===== src/rtl/cache_axi_read_arbiter.sv =====
// Purpose : merges icache/dcache single-outstanding burst reads onto one AXI4 read channel.
// Latency : request -> m_arvalid 1 cycle; R beats pass through combinationally to the owner.
// Backpr. : m_arready gates the owner's arready; m_rready follows the owner's rready.
// Ports   : clk/rst (async, active-high); i_ar*/i_r* icache side; d_ar*/d_r* dcache side;
//           m_ar*/m_r* AXI master read channel; busy = not idle; proto_err sticky beat-count error.
module cache_axi_read_arbiter #(
    parameter bit         D_FIRST = 1'b1,
    parameter logic [3:0] I_ID    = 4'd0,
    parameter logic [3:0] D_ID    = 4'd1
) (
    input  logic        clk,
    input  logic        rst,
    input  logic [31:0] i_araddr,
    input  logic [3:0]  i_arlen,
    input  logic        i_arvalid,
    output logic        i_arready,
    output logic [31:0] i_rdata,
    output logic        i_rlast,
    output logic        i_rvalid,
    input  logic        i_rready,
    input  logic [31:0] d_araddr,
    input  logic [3:0]  d_arlen,
    input  logic        d_arvalid,
    output logic        d_arready,
    output logic [31:0] d_rdata,
    output logic        d_rlast,
    output logic        d_rvalid,
    input  logic        d_rready,
    output logic [3:0]  m_arid,
    output logic [31:0] m_araddr,
    output logic [3:0]  m_arlen,
    output logic [2:0]  m_arsize,
    output logic [1:0]  m_arburst,
    output logic        m_arvalid,
    input  logic        m_arready,
    input  logic [31:0] m_rdata,
    input  logic        m_rlast,
    input  logic        m_rvalid,
    output logic        m_rready,
    output logic        busy,
    output logic        proto_err
);

    typedef enum logic [2:0] {IDLE, AR_I, AR_D, R_I, R_D} state_t;

    state_t      state_q, state_d;
    logic        last_grant_q, last_grant_d;   // 1 = data cache held the last grant
    logic [4:0]  beat_cnt_q, beat_cnt_d;
    logic        proto_err_q, proto_err_d;
    logic [31:0] araddr_q, araddr_d;
    logic [3:0]  arlen_q, arlen_d;
    logic [3:0]  arid_q, arid_d;
    logic        pick_d;
    logic        beat;

    assign m_araddr  = araddr_q;
    assign m_arlen   = arlen_q;
    assign m_arid    = arid_q;
    assign m_arsize  = 3'b010;
    assign m_arburst = 2'b01;
    assign busy      = (state_q != IDLE);
    assign proto_err = proto_err_q;

    always_ff @(posedge clk or posedge rst) begin
        if (rst) begin
            state_q      <= IDLE;
            last_grant_q <= 1'b0;
            beat_cnt_q   <= 5'd0;
            proto_err_q  <= 1'b0;
            araddr_q     <= 32'd0;
            arlen_q      <= 4'd0;
            arid_q       <= 4'd0;
        end else begin
            state_q      <= state_d;
            last_grant_q <= last_grant_d;
            beat_cnt_q   <= beat_cnt_d;
            proto_err_q  <= proto_err_d;
            araddr_q     <= araddr_d;
            arlen_q      <= arlen_d;
            arid_q       <= arid_d;
        end
    end

    always_comb begin
        state_d      = state_q;
        last_grant_d = last_grant_q;
        beat_cnt_d   = beat_cnt_q;
        proto_err_d  = proto_err_q;
        araddr_d     = araddr_q;
        arlen_d      = arlen_q;
        arid_d       = arid_q;
        pick_d       = 1'b0;
        beat         = 1'b0;
        i_arready    = 1'b0;
        d_arready    = 1'b0;
        i_rdata      = 32'd0;
        i_rlast      = 1'b0;
        i_rvalid     = 1'b0;
        d_rdata      = 32'd0;
        d_rlast      = 1'b0;
        d_rvalid     = 1'b0;
        m_arvalid    = 1'b0;
        m_rready     = 1'b0;

        case (state_q)
            IDLE: begin
                if (i_arvalid && d_arvalid) begin
                    pick_d = D_FIRST ? 1'b1 : ~last_grant_q;
                end else begin
                    pick_d = d_arvalid;
                end
                if (i_arvalid || d_arvalid) begin
                    if (pick_d) begin
                        state_d  = AR_D;
                        araddr_d = d_araddr;
                        arlen_d  = d_arlen;
                        arid_d   = D_ID;
                    end else begin
                        state_d  = AR_I;
                        araddr_d = i_araddr;
                        arlen_d  = i_arlen;
                        arid_d   = I_ID;
                    end
                end
            end
            AR_I, AR_D: begin
                m_arvalid = 1'b1;
                if (state_q == AR_D) d_arready = m_arready;
                else                 i_arready = m_arready;
                if (m_arready) begin
                    state_d      = (state_q == AR_D) ? R_D : R_I;
                    beat_cnt_d   = 5'd0;
                    last_grant_d = (state_q == AR_D);
                end
            end
            R_I, R_D: begin
                if (state_q == R_D) begin
                    m_rready = d_rready;
                    d_rvalid = m_rvalid;
                    d_rdata  = m_rdata;
                    d_rlast  = m_rlast;
                end else begin
                    m_rready = i_rready;
                    i_rvalid = m_rvalid;
                    i_rdata  = m_rdata;
                    i_rlast  = m_rlast;
                end
                beat = m_rvalid && m_rready;
                if (beat) begin
                    // Saturate so a runaway burst cannot wrap the count back into range.
                    if (beat_cnt_q != 5'd31) beat_cnt_d = beat_cnt_q + 5'd1;
                    // beat_cnt_q counts beats before this one: the last beat must see arlen.
                    if (m_rlast) begin
                        state_d = IDLE;
                        if (beat_cnt_q != {1'b0, arlen_q}) proto_err_d = 1'b1;
                    end else if (beat_cnt_q >= {1'b0, arlen_q}) begin
                        proto_err_d = 1'b1;
                    end
                end
            end
            default: state_d = IDLE;
        endcase
    end

endmodule

===== config.mk =====
export PLATFORM = sky130hd
export DESIGN_NAME = cache_axi_read_arbiter
export DESIGN_NICKNAME = d
export VERILOG_FILES = /design/src/rtl/cache_axi_read_arbiter.sv
export SDC_FILE = /design/constraint.sdc
export NUM_CORES = 1
export LEC_CHECK = 0
export ABC_AREA = 0
export BUFFER_PORTS_ARGS = -buffer_cell sky130_fd_sc_hd__buf_2
export CORE_ASPECT_RATIO = 0.5
export CORE_MARGIN = 3
export CORE_UTILIZATION = 40
export CTS_CLUSTER_SIZE = 8
export DETAILED_ROUTE_END_ITERATION = 10
export HOLD_SLACK_MARGIN = 0.03
export PLACE_DENSITY = 0.88
export SYNTH_ARGS = -nofsm -noshare
export SYNTH_HDL_FRONTEND = slang
export SYNTH_SLANG_ARGS = --single-unit

===== constraint.sdc =====
create_clock -name clk -period 2.4 [get_ports clk]
set_input_delay 0 -clock clk [delete_from_list [all_inputs] [get_ports clk]]
set_output_delay 0 -clock clk [all_outputs]
set_load 0.05 [all_outputs]

==> results.md, run 1 <==
* Clk_lat worst skew at between 0.2 and 0.3 ns
* Distinct cells, synth at 40
* Syn Inst Count at 331
* Synth Flop Type: dfrtp_1
* Internal power at roughly 0.0026 W
* Status: finished, final reports clean
* Drt first pass iters at 4
* Worst-path cell chain: ha_1 > and3_1 > ha_1 > nand2_1 > o2111ai_1 > a211o_1 > or4_4 > o211ai_2
* Global-route wire length before repair at around 14000 um
* EDFF count, synth at 0
* Port bufs at around 220
* Clk slew on worst S/H paths at around 0.06 ns
* Share of the clock period used by the worst path at 93.1%
* Setup CP Type: flip-flop to flip-flop
* Hold_buf cts at 21
* GP Congestion at roughly 0.85
* Drt wl/cell at ~14 um
* Cell area after synthesis at between 0.002 and 0.003 sq mm
* Net Sw Power at between 0.003 and 0.004 W
* Final setup fails at 0
* Max Cap Viol at 0
* Ratio of cells with drive above 1 in the final layout at between 40 and 50%
* Number of remaining DRC errors at 0
* Layout area overhead at 50.9%
* Die area at around 0.0085 sq mm
* Yosys warning count at 0
* Antenna violation net count after detailed routing at 0
* Num CTS Buffers at 5
* Worst vdd ir at just over 0.5 mV
* Largest net degree at the start of global routing at 47
* Syn_area_per_cell at roughly 9 sq um
* CP required at ~2.6 ns
* Setup_tns at 0 ns
* Ports at 232
* # clock sinks at between 40 and 50
* Synth async-reset ratio at 100%
* Die Height at 66.6 um
* Max Slew Vio Count at 0
* Comb pwr share at 66.4%
* Setup crit start kind: flip-flop
* LEAKAGE at ~2.5 nW
* CTS tree: yes
* Hold slack final at between 0.03 and 0.04 ns
* # Post-CTS Setup Buffers at 0
* Final Power at around 0.0062 W
* Worst R2R Path Depth at 8
* Flops & latches, synth at 46
* Grt ovf at 0
* PD cells at about 1400 mW/mm^2
* CP Capture Type: flip-flop
* Flop pwr share at between 20% and 30%
* Max_slew headroom at about 37%
* Sequential area share after synthesis at between 30% and 40%
* Initial Util at a little over two fifths
* Clock power share at between 10 and 15%
* Cell repeated most along the worst path: ha_1
* DR iter-0 viols at 228
* Total wire length at about 9100 um
* CP max stage cell: or4_4
* Via density at 4.83
* Min-Delay Path Depth at 3
* Final Hold Fails at 0
* Crit path buf inv count at 0
* Root buffer cell: clkbuf_16
* Worst hold path type: input port to flip-flop
* Fin crit period at roughly 2.2 ns
* Initial antenna violation count at 0
* Critical path fanouts, max at 5
* Tightest Pin Transition at between 0.9 and 1 ns
* Vias in the first global route at around 3100
* CP peak stage delay at approximately 0.52 ns
* Via count at roughly 3200
* RSZ-0062 raised after global routing: no
* Post-DP HPWL at ~6800 um
* Final nets at between 600 and 700
* CTS H-tree depth at 2
* Max Fclk at approximately 450 MHz
* Ant diodes at 0
* Switch share at between 50% and 60%
* Die Wd at around 130 um
* CTS Buffer Depth at 2
* Area of the core at around 0.0069 sq mm
* Filler cells at between 500 and 600
* CTS resizes at 0
* Number of placement rows at 21
* Skew final at between 0.003 and 0.004 ns
* Delay-heaviest family, CP: simple AND/OR/NAND/NOR gates
* Crit path depth at 8
* All-Layer GR Usage at a little over a fifth
* CP arrival at ~2.4 ns
-- path summary, 6_finish.rpt --
path                                      startpoint                   endpoint  slack [ns]
min in group asynchronous                        rst    m_araddr[7]$_DFFE_PP0P_        0.48
max                        beat_cnt_q[0]$_DFFE_PP0P_  beat_cnt_q[3]$_DFFE_PP0P_        0.17
min                                      d_araddr[4]    m_araddr[4]$_DFFE_PP0P_        0.03
min reg2reg                    proto_err$_DFFE_PP0P_      proto_err$_DFFE_PP0P_        0.52
max in group asynchronous                        rst    m_araddr[1]$_DFFE_PP0P_        1.34
max reg2reg                beat_cnt_q[0]$_DFFE_PP0P_  beat_cnt_q[3]$_DFFE_PP0P_        0.17
-- cells by family after synthesis --
family,synth area share (%)
simple gates,25.0
compound gates,12.6
flops,39.2
buf+inv,7.58
mux,12.6
fa+ha+maj,2.56
other cells,0.256
xor+xnor,0.298
-- worst reg2reg max path: stages, from the launching register on --
cell	delay (ns)
dfrtp_1	0.43
ha_1	0.25
and3_1	0.19
ha_1	0.19
nand2_1	0.07
o2111ai_1	0.11
a211o_1	0.33
or4_4	0.52
o211ai_2	0.07
-- cell usage in the layout, fill, tap and decap left out, types with 2 or more instances in the layout --
cell / n
inv_1: 12
buf_2: 223
buf_4: 6
nor3_1: 2
ha_1: 6
a21oi_1: 38
a2111oi_0: 3
conb_1: 8
mux2i_1: 37
clkbuf_16: 5
o21ai_0: 10
and2_1: 68
nor2_1: 42
dfrtp_1: 46
dlygate4sd3_1: 21
nand3_1: 2
and3_1: 2
nand2_1: 7
-- metrics by stage --
step	setup slack [ns]	util (%)	instance area, sq um	instances
6_report	0.166	64.1	4430	656
5_1_grt	0.0472	64.1	4430	656
4_1_cts	0.175	64.1	4430	656
3_5_place_dp	0.194	59.0	4070	627
3_3_place_gp	0.275	59.0	4070	627
2_1_floorplan	0.232	-	2960	337
-- power groups by stage --
stage          Sequential (W)  Combinational [W]  Clock, W
3_3_place_gp          0.00137            0.00399         0
3_5_place_dp          0.00139            0.00406         0
6_report              0.00138            0.00409  0.000683
5_1_grt               0.00143            0.00438  0.000732
4_1_cts               0.00138            0.00411  0.000697
2_1_floorplan         0.00242            0.00214         0
-- per-layer routing --
layer  track usage, %  up-vias  share of wire, %
met5                0        -                 0
met4             4.95        0              0.69
met3             4.64        7               6.8
met2             39.7      116                53
met1             24.1     1486                39
li1                 -     1559                 -
-- state kept, by name, summed over array words and instances (netlist names) --
register and flops:
m_araddr 32, m_arlen 4, proto_err 1, beat_cnt_q 5, state_q 3, m_arid 1
-- Yosys cell counts, drive strengths merged, types with 2 or more instances --
| cell | instances | area (sq um) |
|---|---|---|
| o21ai | 10 | 50.1 |
| and2 | 68 | 425 |
| a2111oi | 3 | 26.3 |
| ha | 6 | 75.1 |
| nand3 | 2 | 10.0 |
| inv | 13 | 48.8 |
| nand2 | 7 | 26.3 |
| nor3 | 2 | 10.0 |
| a21oi | 40 | 204 |
| dfrtp | 46 | 1150 |
| nor2 | 42 | 158 |
| buf | 15 | 114 |
| mux2i | 37 | 370 |
| o211ai | 2 | 20.0 |
| and3 | 2 | 12.5 |
| a21o | 2 | 16.3 |
| conb | 2 | 7.51 |
| nor3b | 2 | 26.3 |
| clkbuf | 16 | 60.1 |
-- area by class of cell --
type | count | area, sq um | share of cell area, %
clock buffers | 7 | 143 | 3.22
clock inverters | 1 | 5.00 | 0.113
inverters | 13 | 48.8 | 1.10
multi-input cells | 247 | 1600 | 36.1
flip-flops and latches | 46 | 1150 | 26.0
well taps | 92 | 115 | 2.60
repair buffers | 250 | 1370 | 30.9
Note: power is estimated with default switching activity, not from simulation.
==> inputs of run 2 (changes only) <==
--- a/config.mk
+++ b/config.mk
@@ -14,6 +14,7 @@
 export DETAILED_ROUTE_END_ITERATION = 10
 export HOLD_SLACK_MARGIN = 0.03
 export PLACE_DENSITY = 0.88
+export RECOVER_POWER = 25
 export SYNTH_ARGS = -nofsm -noshare
 export SYNTH_HDL_FRONTEND = slang
 export SYNTH_SLANG_ARGS = --single-unit
==> run 2 against run 1 <==
Against the previous run: the run now ends with capacitance limit, slew limit left; via count about the same; clock-buffer cell count unchanged; worst setup slack better by 0.0014 ns; sequential power about the same; fmax about the same; largest power group unchanged.
==> results.md, run 2 (same netlist as run 1, synthesis figures left out) <==
* Status: finished with violations
* Failing checks: capacitance limit, slew limit
* Setup CP Type: flip-flop to flip-flop
* Skew final at 0.00333 ns (-0.000181 ns)
* Largest net degree at the start of global routing at 47 (unchanged)
* Setup_tns at 0 ns (unchanged)
* Critical path fanouts, max at 5 (unchanged)
* Ratio of cells with drive above 1 in the final layout at 36.3% (-6.9 points)
* CTS H-tree depth at 2 (unchanged)
* Port bufs at 223 (unchanged)
* Number of placement rows at 21 (unchanged)
* CTS resizes at 0 (unchanged)
* Total wire length at 9140 um (+0.15%)
* Ports at 232 (unchanged)
* Crit. Startpoint: beat_cnt_q[0]$_DFFE_PP0P_
* Drt wl/cell at 13.9 um (+0.15%)
* # clock sinks at 46 (unchanged)
* Max Slew Vio Count at 47 (+47)
* CP max stage cell: or4_4
* Share of the clock period used by the worst path at 93.0% (about the same)
* Final nets at 682 (unchanged)
* Grt ovf at 0 (unchanged)
* Tightest Pin Transition at 1.68 ns (+0.746 ns)
* Post-route insts no fill at 656 (unchanged)
* Max Cap Viol at 1 (+1)
* Max FFs per register at 32 (unchanged)
* Antenna violation net count after detailed routing at 0 (unchanged)
* Layout area overhead at 49.2%
* Commonest cells after routing, fill and taps aside: buf_2, and2_1, dfrtp_1
* Cell repeated most along the worst path: ha_1
* Filler cells at 575 (+2.9%)
* Root buffer cell: clkbuf_16
* All-Layer GR Usage at 20.9% (unchanged)
* Vias in the first global route at 3053 (unchanged)
* Initial antenna violation count at 0 (unchanged)
* Fin crit period at 2.23 ns (-0.00142 ns)
* Ant diodes at 0 (unchanged)
* Clk_lat worst skew at 0.28 ns (about the same)
* RSZ-0062 raised after global routing: no
* CP peak stage delay at 0.52 ns (about the same)
* CP Capture Type: flip-flop
* Top Layer Used: met4
* Die area at 0.00847 sq mm (unchanged)
* GP Congestion at 0.848 (unchanged)
* Post-Place Cells at 627 (unchanged)
* Initial Util at 42.5% (unchanged)
* Via count at 3166 (-0.063%)
* CP arrival at 2.44 ns (about the same)
* CTS Buffer Depth at 2 (unchanged)
* Number of remaining DRC errors at 0 (unchanged)
* Final Hold Fails at 0 (unchanged)
* FF+latch area at 0.00115 sq mm (unchanged)
* Met2 WL at 4840 um (-0.51%)
* Met3 routed WL at 631 um (+0.96%)
* Final setup fails at 0 (unchanged)
* Worst vdd ir at 0.512 mV (-0.21%)
* M1 WL at 3610 um (+0.87%)
* DR iter-0 viols at 258 (+13%)
* Area of the multi-input gates at 0.00160 sq mm (unchanged)
* Clk slew on worst S/H paths at 0.06 ns (about the same)
* Global-route wire length before repair at 14300 um (unchanged)
* Setup crit start kind: flip-flop
* Num CTS Buffers at 5 (unchanged)
* PD cells at 1390 mW/mm^2 (-0.16%)
* Drt first pass iters at 4 (unchanged)
* Area of the core at 0.00691 sq mm (unchanged)
* Via density at 4.83 (about the same)
* Worst hold path type: input port to flip-flop
* Max Fclk at 448 MHz (about the same)
* CTS tree: yes
* CP required at 2.61 ns (about the same)
* Max_slew headroom at -12.3% (-50 points)
* R2R Path Start: beat_cnt_q[0]$_DFFE_PP0P_
* Die Height at 66.6 um (unchanged)
* Die Wd at 127 um (unchanged)
* Commonest non-fill, non-tap cell in the layout: buf_2
* LEAKAGE at 2.40 nW (-3.5%)
* Worst-path cell chain: ha_1 > and3_1 > ha_1 > nand2_1 > o2111ai_1 > a211o_1 > or4_4 > o211ai_2
* Hold Startpoint: i_araddr[30]
* Post-DP HPWL at 6820 um (unchanged)
==> run 2: power by group <==
group          switching, W  internal, W
clock network      0.000270     0.000413
logic               0.00307     0.000930
registers          0.000258      0.00114
==> run 2: path summary, 6_finish.rpt <==
| check | to | slack, ns | cells past startpoint |
|---|---|---|---|
| worst max-delay path | beat_cnt_q[3]$_DFFE_PP0P_ | 0.17 | 8 |
| worst min-delay path | m_araddr[30]$_DFFE_PP0P_ | 0.03 | 3 |
| worst max register to register | beat_cnt_q[3]$_DFFE_PP0P_ | 0.17 | 8 |
| worst min register to register | proto_err$_DFFE_PP0P_ | 0.52 | 1 |
| max in group asynchronous | state_q[1]$_DFFE_PP0P_ | 0.63 | 3 |
| min in group asynchronous | m_araddr[7]$_DFFE_PP0P_ | 0.79 | 3 |
==> run 2: critical path: cells and delay by family, from the launching register on <==
| family | cells | cell delay [ns] |
|---|---|---|
| flops | 1 | 0.43 |
| compound gates | 3 | 0.51 |
| simple gates | 3 | 0.78 |
| fa+ha+maj | 2 | 0.44 |
==> run 2: cell type report <==
class	count	area share (%)
Clock inverter	1	0.114
Clock buffer	7	3.25
Multi-Input combinational cell	247	36.4
Timing Repair Buffer	250	30.2
Inverter	13	1.11
Tap cell	92	2.63
Sequential cell	46	26.3
==> run 2: routing by layer <==
| metal | track usage, % | up-vias |
|---|---|---|
| li1 | - | 1555 |
| met1 | 24.1 | 1488 |
| met2 | 39.7 | 116 |
| met3 | 4.64 | 7 |
| met4 | 4.95 | 0 |
| met5 | 0 | - |
==> run 2: per-stage QoR <==
| stage | util, % | worst slack, ns | area [sq um] | power (W) | hold WS (ns) |
|---|---|---|---|---|---|
| 5_1_grt | 63.4 | 0.0472 | 4380 | 0.00646 | 0.0445 |
| 3_3_place_gp | 59.0 | 0.275 | 4070 | 0.00535 | 0.257 |
| 4_1_cts | 64.1 | 0.175 | 4430 | 0.00618 | 0.0303 |
| 6_report | 63.4 | 0.168 | 4380 | 0.00608 | 0.0303 |
| 3_5_place_dp | 59.0 | 0.194 | 4070 | 0.00545 | 0.269 |
| 2_1_floorplan | - | 0.232 | 2960 | 0.00456 | 0.160 |
==> run 2: timing repair <==
item                                   CTS  global route
hold buffers                            21             0
endpoints found under the hold margin   58             0
setup buffers                            0             0
